===== config.mk =====
export PLATFORM = sky130hd
export DESIGN_NAME = cs_window_seq
export DESIGN_NICKNAME = d
export VERILOG_FILES = /design/src/rtl/cs_window_seq.sv
export SDC_FILE = /design/constraint.sdc
export NUM_CORES = 1
export LEC_CHECK = 0
export ABC_AREA = 1
export CAP_MARGIN = 20
export CORE_ASPECT_RATIO = 1.1
export CORE_MARGIN = 3
export CORE_UTILIZATION = 59
export DETAILED_ROUTE_END_ITERATION = 8
export DONT_BUFFER_PORTS = 1
export GPL_TIMING_DRIVEN = 0
export PLACE_DENSITY = 0.83
export SYNTH_ARGS = -nofsm -noshare
export SYNTH_HDL_FRONTEND = slang
export SYNTH_SLANG_ARGS = --single-unit

===== constraint.sdc =====
create_clock -name clk -period 4.1 [get_ports clk]
set_clock_uncertainty 0.15 [all_clocks]
set_input_delay 0.205 -clock clk [delete_from_list [all_inputs] [get_ports clk]]
set_output_delay 0.205 -clock clk [all_outputs]
set_load 0.05 [all_outputs]

===== src/rtl/cs_window_seq.sv =====
// CS averaging sequencer: 9-deep sample window with running sum; one comparator scans
// the window serially for Xappr, then Y = (sum + 9*Xappr) >> 3 is strobed out.
//   state | meaning
//   IDLE  | ready for a sample; filling or holding the window
//   SCAN  | testing win[idx] for the largest entry with 9*x <= sum
//   OUT   | register Y and pulse out_valid
module cs_window_seq (
  input  logic       clk,
  input  logic       reset,
  input  logic       clr,
  input  logic [7:0] X,
  input  logic       in_valid,
  output logic       in_ready,
  output logic [9:0] Y,
  output logic       out_valid
);

  localparam int WIN = 9;
  localparam int DW  = 8;

  typedef enum logic [1:0] {IDLE, SCAN, OUT} state_t;

  state_t        state;
  logic [DW-1:0] win [0:WIN-1];
  logic [3:0]    wp;
  logic [3:0]    count;
  logic [11:0]   sum;
  logic [3:0]    idx;
  logic          found;
  logic [DW-1:0] best;

  logic [11:0] sum_acc;
  logic [3:0]  count_inc;
  logic [11:0] scan_9x;
  logic [11:0] best_9x;
  logic [12:0] y_full;

  assign in_ready  = (state == IDLE);
  assign sum_acc   = sum - {4'b0000, win[wp]} + {4'b0000, X};
  assign count_inc = (count == 4'd9) ? 4'd9 : count + 4'd1;
  assign scan_9x   = ({4'b0000, win[idx]} << 3) + {4'b0000, win[idx]};
  assign best_9x   = ({4'b0000, best} << 3) + {4'b0000, best};
  // 9*255 + 2295 needs 13 bits before the shift
  assign y_full    = {1'b0, sum} + {1'b0, best_9x};

  always_ff @(posedge clk or posedge reset) begin
    if (reset) begin
      state     <= IDLE;
      for (int i = 0; i < WIN; i++) win[i] <= '0;
      wp        <= '0;
      count     <= '0;
      sum       <= '0;
      idx       <= '0;
      found     <= 1'b0;
      best      <= '0;
      Y         <= '0;
      out_valid <= 1'b0;
    end else if (clr) begin
      state     <= IDLE;
      for (int i = 0; i < WIN; i++) win[i] <= '0;
      wp        <= '0;
      count     <= '0;
      sum       <= '0;
      idx       <= '0;
      found     <= 1'b0;
      best      <= '0;
      Y         <= '0;
      out_valid <= 1'b0;
    end else begin
      out_valid <= 1'b0;
      case (state)
        IDLE: begin
          if (in_valid) begin
            win[wp] <= X;
            sum     <= sum_acc;
            wp      <= (wp == 4'd8) ? 4'd0 : wp + 4'd1;
            count   <= count_inc;
            if (count_inc == 4'd9) begin
              state <= SCAN;
              idx   <= '0;
              found <= 1'b0;
            end
          end
        end
        SCAN: begin
          if ((scan_9x <= sum) && (!found || (win[idx] > best))) begin
            best  <= win[idx];
            found <= 1'b1;
          end
          if (idx == 4'd8) state <= OUT;
          else             idx   <= idx + 4'd1;
        end
        OUT: begin
          Y         <= y_full[12:3];
          out_valid <= 1'b1;
          state     <= IDLE;
        end
        default: state <= IDLE;
      endcase
    end
  end

endmodule


==> flow_summary.ini <==
[timing]
rsz0062_at_grt = true
worst-slew-pin-transition_ns = 0.6297
setup_violations = 0
tns_ns = 0
slew_headroom = 0.5798
post-route-period-util = 0.9744
finalCriticalPeriod_ns = 3.995
fmax_ghz = 0.2503
finalWorstSetupSlack_ns = 0.1051
holdWs_ns = 0.03336
hold_viol = 0
slew_viol_final = 0

[route]
wl_per_cell_um = 19.00
vias = 8014
ant_nets = 0
dr.pass1.iters = 6
wirelength_um = 24930
via_per_inst = 6.108
drc_errors = 0
drtIter0Drc = 899

[placement]
dp.cells = 1264
place_ws_ns = -0.5253
dp_hpwl_um = 17570
finalWeightedCongestion = 1.015
io_buffers = 0

[grt]
gr-usage-all-layers = 0.3292
overflow = 0
antenna_found_initial = 0
grt_max_degree = 75
grt_pass1_wl_um = 39500
grt_pass1_vias = 7463

[setup_path]
critical_path_class = reg2reg
cp_max_fo = 10
cp.arrival_ns = 4.16
crit_path_end_kind = flip-flop
cp-start-kind = flip-flop
cp_data_required_time_ns = 4.26

[synth]
yosysSeqAreaShare = 0.3570
ys_ff_latch = 118
synth_cell_type_count = 42
ys.flop_type = dfrtp_1
syn_area_mm2 = 0.008270
synthArstFlopShare = 1.000
syn_area_per_cell_um2 = 7.665
syn-num-nets = 1165
synthCells = 1079
ys_warn_count = 0
synth-edff-count = 0

[clock_tree]
htreeDepth = 4
cts_num_sinks = 118
cts_root_buf = clkbuf_16
cts_buffer_depth = 2
path_clk_slew_ns = 0.06
cts_tree = built
cts_inserted_buffers = 17
clock_latency_ns = 0.43

[final_layout]
antenna_cells = 0
layout_commonest_cell = nand2_1
drive_gt1_frac = 0.1179
nFillCells = 1068
multi_input_area_mm2 = 0.004588
nets = 1201
syn2layout_area_growth_pct = 14.90
seq_area_mm2 = 0.002953
stdcell_count = 1312
final_cell_mix = 200 x nand2_1, 168 x inv_1, 118 x dfrtp_1, 101 x nand3_1, 74 x o21ai_0

[min_path]
min_path_type = in2reg

[floorplan]
start_util = 0.6157
std_cell_rows = 44
die-height_um = 130.2
core_mm2 = 0.01343
io_pins = 24
die_width_um = 118.9
dieArea_mm2 = 0.01548

[flow_run]
cap_violations = 0

[power_and_ir_drop]
seqPwrFrac = 0.203
p_sw_frac = 0.4494
power.density_mw_per_mm2 = 737.1
combinationalPowerShare = 0.558
internal_power_mw = 3.857
power_leakage_nw = 4.628
p_clk_frac = 0.239
vdd_drop_max_mv = 0.4452
p_sw_mw = 3.148
finalPower_mw = 7.005

[status]
outcome = completed
[kinds of logic after synthesis]
kind of cell | synth area share
adders and majority gates | 0.1247
DFF | 0.3570
buffers and inverters | 0.1059
AOI/OAI and AO/OA | 0.1761
and+or+nand+nor | 0.2278
xor gates and xnor gates | 0.008472
[registers in the layout, indices dropped and copies added, names as in the netlist, 2 cells and up]
name,flops
Y,10
best,8
count,4
idx,4
state,2
sum,12
win,72
wp,4
[synthesized netlist by cell type (2+ instances only)]
master,instances,share of area
nor2_4,3,0.0041
nand2_1,204,0.093
o31a_1,7,0.0074
nand3_2,5,0.0061
inv_1,169,0.077
xnor2_1,5,0.0053
inv_2,8,0.0036
nor2_1,38,0.017
buf_2,24,0.015
buf_6,2,0.0027
buf_4,3,0.0027
o211ai_1,19,0.017
ha_1,60,0.091
nand4_1,24,0.018
xor2_1,3,0.0032
a21oi_2,2,0.0021
a21o_1,5,0.0045
o21a_1,2,0.0018
nor3_1,7,0.0042
a31oi_1,3,0.0023
dfrtp_1,118,0.36
clkbuf_1,8,0.0036
o22ai_1,61,0.046
o21ai_1,4,0.0024
nand3b_1,2,0.0018
fa_1,14,0.034
o21bai_1,3,0.0027
o21ai_0,80,0.048
inv_4,2,0.0015
a21oi_1,61,0.037
nand3_1,112,0.068
nand2_2,11,0.0083
[per-layer routing]
metal,share of wire,track usage,vias to the layer above
met5,0,0,-
met4,0.044,0.1479,0
met3,0.12,0.09146,89
met2,0.43,0.4876,505
met1,0.40,0.4542,3707
li1,-,-,3713
[power groups by stage]
stage	logic, mW	registers (mW)	clock network (mW)
after floorplan	2.66	1.38	0
after global placement	3.30	1.43	0
after detailed placement	3.38	1.43	0
after CTS	3.58	1.41	1.67
after global routing	4.40	1.44	1.73
final	3.91	1.42	1.67
[repair_timing]
item | 4_1_cts | 5_1_grt
hold buffers | 9 | 0
gates resized for setup | 10 | 41
pin swaps | 1 | 9
endpoints found under the setup margin | 9 | 13
setup buffers | 2 | 5
hold endpoints to repair | 126 | 0
[final timing paths]
kind / start / to / slack (ns) / cells past startpoint
worst max-delay path: idx[0] / best[1] / 0.11 / 23
worst min-delay path: X[0] / win[48] / 0.03 / 2
worst max register to register: idx[0] / best[1] / 0.11 / 23
worst min register to register: found / found / 0.39 / 2
max in group asynchronous: reset / sum[9] / 2.97 / 3
min in group asynchronous: reset / win[11] / 0.13 / 2
[through the flow]
| step | util | cell area (µm²) |
|---|---|---|
| 6_report | 0.7074 | 9503 |
| 2_1_floorplan | - | 8270 |
| 5_1_grt | 0.7074 | 9503 |
| 3_5_place_dp | 0.6352 | 8533 |
| 4_1_cts | 0.6939 | 9321 |
| 3_3_place_gp | 0.6328 | 8501 |
[critical path, stage by stage (launching register included)]
cell and delay [ns]:
dfrtp_1 0.39, buf_6 0.15, clkbuf_4 0.20, o211ai_1 0.22
nand3_1 0.12, nand3_2 0.13, nand2_2 0.12, ha_1 0.39
a21oi_2 0.19, o21ai_2 0.08, a21o_1 0.17, nand2_1 0.08
nand3_1 0.09, nand2_1 0.08, inv_1 0.04, ha_1 0.28
a21oi_1 0.15, nor2_1 0.05, nor2_1 0.14, nand3_1 0.14
nand2_4 0.14, nand3_4 0.17, nand3_2 0.12, nand2_1 0.06
[layout make-up]
| type | count | share of cell area |
|---|---|---|
| multi-input combinational | 744 | 0.4828 |
| inverter | 179 | 0.07176 |
| buffer | 38 | 0.02357 |
| sequential | 118 | 0.3107 |
| timing repair buffer | 17 | 0.01791 |
| tap | 184 | 0.02423 |
| clock buffer | 20 | 0.04806 |
| clock inverter | 12 | 0.02093 |
No activity file was read; power rests on OpenSTA's default activity.
